`config.mk`:
```
export PLATFORM = sky130hd
export DESIGN_NAME = ann_input_window
export DESIGN_NICKNAME = d
export VERILOG_FILES = /design/src/rtl/ann_pkg.sv /design/src/rtl/ann_input_window.sv
export SDC_FILE = /design/constraint.sdc
export NUM_CORES = 1
export LEC_CHECK = 0
export ABC_CLOCK_PERIOD_IN_PS = 4570
export CAP_MARGIN = 15
export CORE_AREA = 10 10 197 199
export CTS_BUF_LIST = sky130_fd_sc_hd__clkbuf_16
export DETAILED_ROUTE_END_ITERATION = 7
export DIE_AREA = 0 0 207 209
export PLACE_DENSITY = 0.61
export SETUP_SLACK_MARGIN = 0.05
export SYNTH_ARGS = -nofsm -noshare
export SYNTH_HDL_FRONTEND = slang
export SYNTH_SLANG_ARGS = --single-unit
```
`constraint.sdc`:
```
create_clock -name Clock -period 4.57 [get_ports Clock]
set_input_delay 0.6855 -clock Clock [delete_from_list [all_inputs] [get_ports Clock]]
set_output_delay 0.6855 -clock Clock [all_outputs]
set_load 0.005 [all_outputs]
```
`src/rtl/ann_pkg.sv`:
```
// Shared definitions for the drowsiness ANN and its input feeder.
package ann_pkg;
  localparam int N_IN   = 30;
  localparam int DATA_W = 10;

  typedef logic [DATA_W-1:0] sample_t;

  typedef enum logic {
    FILL = 1'b0,
    RUN  = 1'b1
  } win_state_t;
endpackage

```
`src/rtl/ann_input_window.sv`:
```
// Sliding-window feeder for the drowsiness ANN: collects samples, launches on N (then STRIDE) new ones.
// Optional INPUT_CLAMP_EN: accepted samples above MAX_VAL are stored as MAX_VAL.
//
// state | meaning
// FILL  | collecting samples, sample_ready=1
// RUN   | window frozen, start=1, waiting for ann_done
module ann_input_window
  import ann_pkg::*;
#(
  parameter int N       = N_IN,
  parameter int W       = DATA_W,
  parameter int STRIDE  = 10,
  parameter int MAX_VAL = 999
) (
  input  logic         Clock,
  input  logic         Rst,
  input  logic [W-1:0] sample_in,
  input  logic         sample_valid,
  output logic         sample_ready,
  input  logic         ann_done,
  output logic [W-1:0] window [0:N-1],
  output logic         start,
  output logic [7:0]   dropped
);

  localparam int CNT_W = $clog2(N + 1);

  win_state_t       state;
  logic [CNT_W-1:0] cnt;
  logic [CNT_W-1:0] need;
  logic             first;
  logic [W-1:0]     stored;

  assign sample_ready = (state == FILL);
  assign need         = first ? CNT_W'(N) : CNT_W'(STRIDE);

`ifdef INPUT_CLAMP_EN
  assign stored = (sample_in > W'(MAX_VAL)) ? W'(MAX_VAL) : sample_in;
`else
  assign stored = sample_in;
`endif

  always_ff @(posedge Clock or negedge Rst) begin
    if (!Rst) begin
      state   <= FILL;
      start   <= 1'b0;
      cnt     <= '0;
      first   <= 1'b1;
      dropped <= '0;
      for (int i = 0; i < N; i++) window[i] <= '0;
    end else begin
      case (state)
        FILL: begin
          if (sample_valid) begin
            for (int i = 0; i < N - 1; i++) window[i] <= window[i+1];
            window[N-1] <= stored;
            if (cnt + 1'b1 == need) begin
              state <= RUN;
              start <= 1'b1;
              cnt   <= '0;
              first <= 1'b0;
            end else begin
              cnt <= cnt + 1'b1;
            end
          end
        end
        RUN: begin
          // The release cycle is not counted as a drop: the window reopens on this edge.
          if (ann_done) begin
            state <= FILL;
            start <= 1'b0;
          end else if (sample_valid && dropped != 8'hFF) begin
            dropped <= dropped + 8'd1;
          end
        end
        default: begin
          state <= FILL;
          start <= 1'b0;
        end
      endcase
    end
  end

endmodule
```
# Word level (Yosys, flattened, before mapping)
# Cells that the tools add are included.
dict set report word_totals {
  ff_bits 316
  input_bits 14
  output_inout_bits 310
}
dict set report classes {
  addsub 2
  n_eq_ne 5
  muxes 10
  bitwise_logic 2
  n_reduce_logical 5
}
# operator count
set op_table {}
lappend op_table {{5-bit 2-to-1 mux} 2}
lappend op_table {{3-bit AND reduction} 3}
lappend op_table {{8-bit by 1-bit adder with 8-bit output (second input constant)} 1}
lappend op_table {{8-bit != test (second input constant)} 1}
lappend op_table {{1-bit 2-to-1 mux} 6}
lappend op_table {{5-bit by 1-bit adder with 5-bit output (second input constant)} 1}
lappend op_table {{5-bit equality test} 1}
lappend op_table {{2-bit != test (second input constant)} 2}
lappend op_table {{1-bit case mux with 2 select lines} 2}
lappend op_table {{2-bit by 1-bit != test with 1-bit output (second input constant)} 1}
lappend op_table {{1-bit inverter} 2}
lappend op_table {{2-bit AND reduction} 1}
lappend op_table {{1-bit logical AND} 1}

# Logic depth before layout (Yosys ltp)
# Gate-level depths: netlist (run 1).
dict set report depth {
  depth_word 5
  depth_mapped 6
  mapped_depth_nobuf 5
}

# Worst setup path before layout (run 1)
# OpenSTA, ideal clock, no wires.
dict set report synth_path {
  path_kind {input to register}
  startpoint {in ann_done}
  endpoint {reg dropped[7]}
  arrival_time_ps 1545
  setup_slack_ps 2900
  stages 4
  path_buffers 0
  cell_sequence {and3b_1 and4_1 nand4_1 mux2_2}
}
dict set report synth_via {
  elab_chain_cells 2
}
# element line
set synth_lines {}
lappend synth_lines {{from (decl)} ann_input_window.sv:20} ;# input logic ann_done,
lappend synth_lines {{1-bit inverter (no line)} n/a}
lappend synth_lines {{3-bit AND reduction (no line)} n/a}
lappend synth_lines {{to (signal assigned)} ann_input_window.sv:73} ;# dropped <= dropped + 8'd1;
lappend synth_lines {{to (decl)} ann_input_window.sv:23} ;# output logic [7:0] dropped
# No other way between the ends.
# A chain may end at the register's enable or synchronous reset.

# Final worst setup path (run 1)
dict set report layout_path {
  startpoint {reg window[101] (netlist bit)}
  endpoint {out window[101] (netlist bit)}
}
# element line
set layout_rtl {}
lappend layout_rtl {{from (decl)} ann_input_window.sv:21} ;# output logic [W-1:0] window [0:N-1],
lappend layout_rtl {{from (signal, indexed assignment)} ann_input_window.sv:56} ;# window[N-1] <= stored;
# No word-level cell between the ends.

==> results_dict.tcl, run 1 <==
set metrics [dict create \
    met1_length_um 15700 \
    finalCritPeriodShare_pct 49.7 \
    die_h_um 209 \
    multi_input_area_um2 3860 \
    synthMuxAreaShare_pct 0.187 \
    criticalPathCategory "flop to output port" \
    yosysTopAreaCellShare_pct 65.3 \
    rr_startpoint "state" \
    p_int_mw 7.77 \
    combPwrFrac_pct 35.5 \
    synth-adder-area-share_pct 0.311 \
    die-area_um2 43300 \
    synth_area_leaders "dfrtp_1 (65%), nand2_1 (28%), clkbuf_1 (1.2%)" \
    gr-usage-all-layers_pct 16.1 \
    grt_pass1_wl_um 57000 \
    routedWlPerCell_um 16.8 \
    path_cells "clkdlybuf4s50_1" \
    endpoint "window[101]" \
    synth_common_cells "nand2_1 (908), dfrtp_1 (315), clkbuf_1 (39)" \
    stdcell_area_um2 16700 \
    topRoutingLayerUsed "met4" \
    rr_worst_depth 4 \
    ant_nets 0 \
    synth-async-reset-ratio_pct 100 \
    critPathTopFamily "buffers and inverters" \
    synth_top_family_by_area "simple AND/OR/NAND/NOR gates" \
    clk_path_buf_depth 3 \
    cts_root_buf "clkbuf_16" \
    met2_length_um 16700 \
    synthesis.nets 1372 \
    synth_cell_types 38 \
    rr_endpoint "window[116]" \
    overflow 0 \
    period_needed_ns 2.27 \
    synth-seq-cells 316 \
    critPathRequiredTime_ns 3.88 \
    gp_congestion 0.788 \
    synth_area_um2 12100 \
    startpoint "window[101]" \
    cts_tree "done" \
    regToRegSetupSlack_ns 2.75 \
    finalNetCount 1674 \
    h-tree-depth 2 \
    slowest_stage "clkdlybuf4s50_1" \
    clk_pin_slew_ns 0.06 \
    crit_arrival_ns 1.58 \
    clk_latency_ns 0.52 \
    wl_um 35900 \
    maxCapViolCount 0 \
    switching_share_pct 33.5 \
    startpoint_type "flop" \
    cts_buffers 36 \
    regArea_um2 7910 \
    vias_per_cell 4.54 \
    dpl.hpwl_um 24600 \
    power.leakage_nw 8.70 \
    vias 9701 \
    drive_gt1_share_pct 3.52 \
    synth_edf_count 0 \
    pwr-share-seq_pct 42.9 \
    yosys_warnings 0 \
    area_delta_synth_final_pct 38.7 \
    postCtsSetupBuffers 0 \
    synth_cells 1355 \
    hp-class "input pin to asynchronous set/reset pin" \
    yosysTopAreaCell "dfrtp_1" \
    hold_buffers 0 \
    worst_setup_path_end_kind "output port" \
    drc 0 \
    p_sw_mw 3.92 \
    p_clk_share_pct 21.6 \
    cp_num_cells 1 \
    antenna_found_initial 1 \
    critPathBufInv 1 \
    tns_ns 0 \
    drt_iter0_drc 527 \
    portBuffers 323 \
    synthFlopType "dfrtp_1" \
    ys_seq_area_share_pct 65.5 \
    wl_met3_um 2910 \
    dpl-instance-area_um2 15700 \
    synth.most_common_cell "nand2_1" \
    worst_pin_slew_ns 0.989 \
    final_core_util_pct 47.8 \
    cts_resized 0 \
    fp.dieW_um 207 \
    setup_viol 0 \
    grt_max_degree 151 \
    max_freq_ghz 0.441 \
    relSlewSlack_pct 34.1 \
    synth_xor_xnor_area_share_pct 0.363 \
    rsz0062_at_grt "false" \
    yosys.area_share.simple_pct 29.8 \
    firstDrtPassIters 5 \
    power_density_nw_per_um2 698 \
    synth-compound-area-share_pct 1.19 \
    finalHoldViolations 0 \
    clock-sinks 316 \
    ios 324 \
    slew_viol_final 0 \
    run_status "completed" \
    postSynthAreaPerCell_um2 8.91 \
    coreArea_um2 35100 \
    skew_ns 0.0140 \
    initial_utilization_pct 34.4 \
    grt_pass1_vias 9624 \
    crit_fanout 3 \
    slowest_delay_ns 0.62 \
    fillers 3383 \
    row_count 69 \
    vdd_drop_max_mv 0.306 \
]
[layout by cell type, fill, tap and decap left out, drive strengths merged, types with 2 or more instances in the layout]
cell type      instances
nand2b                 2
nor2                   4
ha                     3
a41oi                  2
inv                   16
nor2b                  4
dfrtp                315
nor3                   2
o31ai                  2
clkinv                 9
nand2                908
mux2                   2
a21oi                  6
xor2                   2
o21ai                  2
clkbuf                37
and3                   3
nand3                  3
buf                   11
xnor2                  3
nor4                   2
and4                   2
clkdlybuf4s50        322
and2                   3
[cell families after synthesis]
kind of cell	count (synthesis)
multiplexers	2
XOR/XNOR	5
adder cells (fa/ha/maj)	3
AND/OR/NAND/NOR	937
flip-flops	316
AO/OA/AOI/OAI	19
buffers and inverters	73
[sequential cells by signal, indices dropped and copies added, names as in the netlist]
name     cells
first        1
cnt          5
dropped      8
state        1
start        1
window     300
[metal layers]
| layer | GRT usage, % | vias up |
|---|---|---|
| li1 | - | 4735 |
| met1 | 20.5 | 4676 |
| met2 | 25.4 | 250 |
| met3 | 6.04 | 40 |
| met4 | 3.88 | 0 |
| met5 | 0 | - |
[power by group through the flow]
stage	clock, mW	combinational, mW	sequential (mW)
2_1_floorplan	0	1.21	4.90
3_3_place_gp	0	4.19	5.05
3_5_place_dp	0	4.23	5.08
4_1_cts	2.62	4.25	5.05
5_1_grt	2.74	4.56	5.20
6_report	2.53	4.15	5.01
[how the worst min path moves through the flow]
stage / from / endpoint / slack [ns] / cells past startpoint
2_1_floorplan: Rst / cnt[0] / 0.39 / 0
6_report: Rst / window[10] / 0.27 / 1
4_1_cts: Rst / window[25] / 0.32 / 1
3_5_place_dp: window[299] / window[299] / 0.46 / 2
3_3_place_gp: window[290] / window[290] / 0.46 / 2
5_1_grt: Rst / window[10] / 0.35 / 1
[stage by stage]
step	total power [mW]	worst slack (ns)	instances	hold WS, ns
finish	11.7	2.30	2139	0.274
global route	12.5	2.24	2139	0.354
CTS	11.9	2.26	2138	0.322
detailed placement	9.31	2.03	2080	0.462
global placement	9.24	2.04	2080	0.458
floorplan	6.10	2.90	1355	0.390
[layout make-up]
class,instances,area share [%]
clock buffers,37,5.53
repair buffers,333,20.2
flip-flops and latches,316,47.2
multi-input cells,966,23.1
clock inverters,21,0.493
inverters,4,0.0896
diodes,1,0.0149
well taps,461,3.44
Power figures use the tool's default switching activity.
==> run 2, diff against run 1 <==
--- a/config.mk
+++ b/config.mk
@@ -5,13 +5,13 @@
 export SDC_FILE = /design/constraint.sdc
 export NUM_CORES = 1
 export LEC_CHECK = 0
-export ABC_CLOCK_PERIOD_IN_PS = 4570
+export ABC_CLOCK_PERIOD_IN_PS = 1970
 export CAP_MARGIN = 15
 export CORE_AREA = 10 10 197 199
 export CTS_BUF_LIST = sky130_fd_sc_hd__clkbuf_16
 export DETAILED_ROUTE_END_ITERATION = 7
 export DIE_AREA = 0 0 207 209
-export PLACE_DENSITY = 0.61
+export PLACE_DENSITY = 0.63
 export SETUP_SLACK_MARGIN = 0.05
 export SYNTH_ARGS = -nofsm -noshare
 export SYNTH_HDL_FRONTEND = slang
==> constraint.sdc (replaced) <==
create_clock -name Clock -period 1.97 [get_ports Clock]
set_input_delay 0.2955 -clock Clock [delete_from_list [all_inputs] [get_ports Clock]]
set_output_delay 0.2955 -clock Clock [all_outputs]
set_load 0.005 [all_outputs]
==> run 2 against run 1 <==
Net effect:
- hold slack lost 0.0039 ns
- largest cell class unchanged
- final cell count up 1.7%
- critical endpoint is now sample_ready
- flip-flop and latch count unchanged
- via count up 2.1%
- critical path type unchanged
- first-iteration DRC count down 15%
- die area is the same
==> results_dict.tcl, run 2 (synthesized netlist as in run 1, its figures left out) <==
set metrics [dict create \
    run_status "completed" \
    portBuffers 323 \
    criticalPathCategory "flop to output port" \
    die-area_um2 43300 \
    crit_fanout 5 \
    maxCapViolCount 0 \
    cts_buffers 36 \
    power_density_nw_per_um2 1620 \
    relSlewSlack_pct 68.5 \
    tns_ns 0 \
    coreArea_um2 35100 \
    finalHoldViolations 0 \
    hp-class "input pin to asynchronous set/reset pin" \
    largest_reg_flops 300 \
    largest-register "window" \
    slowest_delay_ns 0.51 \
    clk_latency_ns 0.52 \
    cts_tree "done" \
    skew_ns 0.0187 \
    area_delta_synth_final_pct 43.0 \
    vias_per_cell 4.55 \
    dpl-instance-area_um2 16100 \
    clk_pin_slew_ns 0.06 \
    clk_path_buf_depth 3 \
    die_h_um 209 \
    vdd_drop_max_mv 0.807 \
    fp.dieW_um 207 \
    gp_congestion 0.789 \
    startpoint_type "flop" \
    rr_startpoint "cnt[4]" \
    regToRegSetupSlack_ns 0.22 \
    clock-sinks 316 \
    antenna_found_initial 0 \
    worst_pin_slew_ns 0.469 \
    grt_pass1_wl_um 57800 \
    rsz0062_at_grt "false" \
    firstDrtPassIters 4 \
    final_common_cell "nand2_1" \
    routedWlPerCell_um 16.6 \
    power.leakage_nw 8.95 \
    rr_endpoint "state" \
    max_freq_ghz 0.540 \
    slowest_stage "clkdlybuf4s50_1" \
    top_regs "window: 300 flops, dropped: 8 flops, cnt: 5 flops" \
    row_count 69 \
    dpl.hpwl_um 26000 \
    vias 9905 \
    path_cells "inv_1 > clkdlybuf4s50_1" \
    cts_root_buf "clkbuf_16" \
    wl_um 36200 \
    setup_viol 0 \
    period_needed_ns 1.85 \
    finalNetCount 1707 \
    overflow 0 \
    drt_iter0_drc 448 \
    finalCritPeriodShare_pct 94.0 \
    grt_pass1_vias 10000 \
    h-tree-depth 2 \
    slew_viol_final 0 \
    antenna_cells 0 \
    critPathRequiredTime_ns 1.67 \
    layout_common_cells "nand2_1 (908), clkdlybuf4s50_1 (322), dfrtp_1 (314), clkbuf_16 (36), buf_4 (26)" \
    gr-usage-all-layers_pct 16.2 \
    initial_utilization_pct 34.4 \
    drive_gt1_share_pct 5.83 \
    worst_setup_path_end_kind "output port" \
    ios 324 \
    drc 0 \
    crit_arrival_ns 1.56 \
    grt_max_degree 66 \
    stdcell_area_um2 17300 \
    rr_worst_depth 4 \
    ant_nets 0 \
]
## run 2: cell count changes in the layout (fill, tap and decap cells not counted), sizes merged, moves of 3 or more
cell | previous run | this run
inv | 16 | 13
buf | 11 | 43
bufinv | 0 | 4
clkinv | 9 | 14
## run 2: worst max-delay path, delay by kind of cell (launching register included)
kind,cells,cell delay (ns)
buffers and inverters,2,0.59
flip-flops,1,0.45
## run 2: how the worst max path moves through the flow
stage	cells past startpoint	from	slack [ns]	end
after floorplan	5	cnt[4]	0.46	state
after global placement	5	sample_valid	0.07	dropped[7]
after detailed placement	5	sample_valid	0.05	dropped[7]
after CTS	2	state	0.06	sample_ready
after global routing	2	state	0.06	sample_ready
final	2	state	0.12	sample_ready
## run 2: per-stage QoR
step | power, mW | cells | setup WS (ns) | hold slack (ns) | util, %
floorplan | 14.2 | 1355 | 0.462 | -0.0000911 | -
global placement | 21.6 | 2112 | 0.0665 | 0.222 | 46.0
detailed placement | 21.8 | 2112 | 0.0487 | 0.223 | 46.0
CTS | 28.4 | 2176 | 0.0568 | 0.250 | 49.2
global route | 29.8 | 2176 | 0.0571 | 0.281 | 49.2
finish | 28.0 | 2176 | 0.118 | 0.270 | 49.2
## run 2: power by group
group	switching, mW	internal (mW)
Sequential	2.43	9.19
Combinational	4.17	5.71
Clock	2.62	3.84
Total	9.22	18.7
## run 2: final cells by class
type                       instances  area (um2)
tap                              461         577
multi-input combinational        966        3860
timing repair buffer             366        3760
fill                            3329       17800
inverter                           4        15.0
clock buffer                      36         901
clock inverter                    27         231
sequential                       316        7910
## run 2: what timing repair did
action,CTS,global route
setup endpoints to repair,0,1
endpoints found under the hold margin,28,0
gates resized for setup,0,1
hold buffers,1,0
buffers inserted,0,0
## run 2: layer usage
metal | track usage [%] | part of all wire, %
met1 | 20.4 | 44
met2 | 26.1 | 47
met3 | 6.08 | 8.1
met4 | 3.62 | 1.7
met5 | 0 | 0
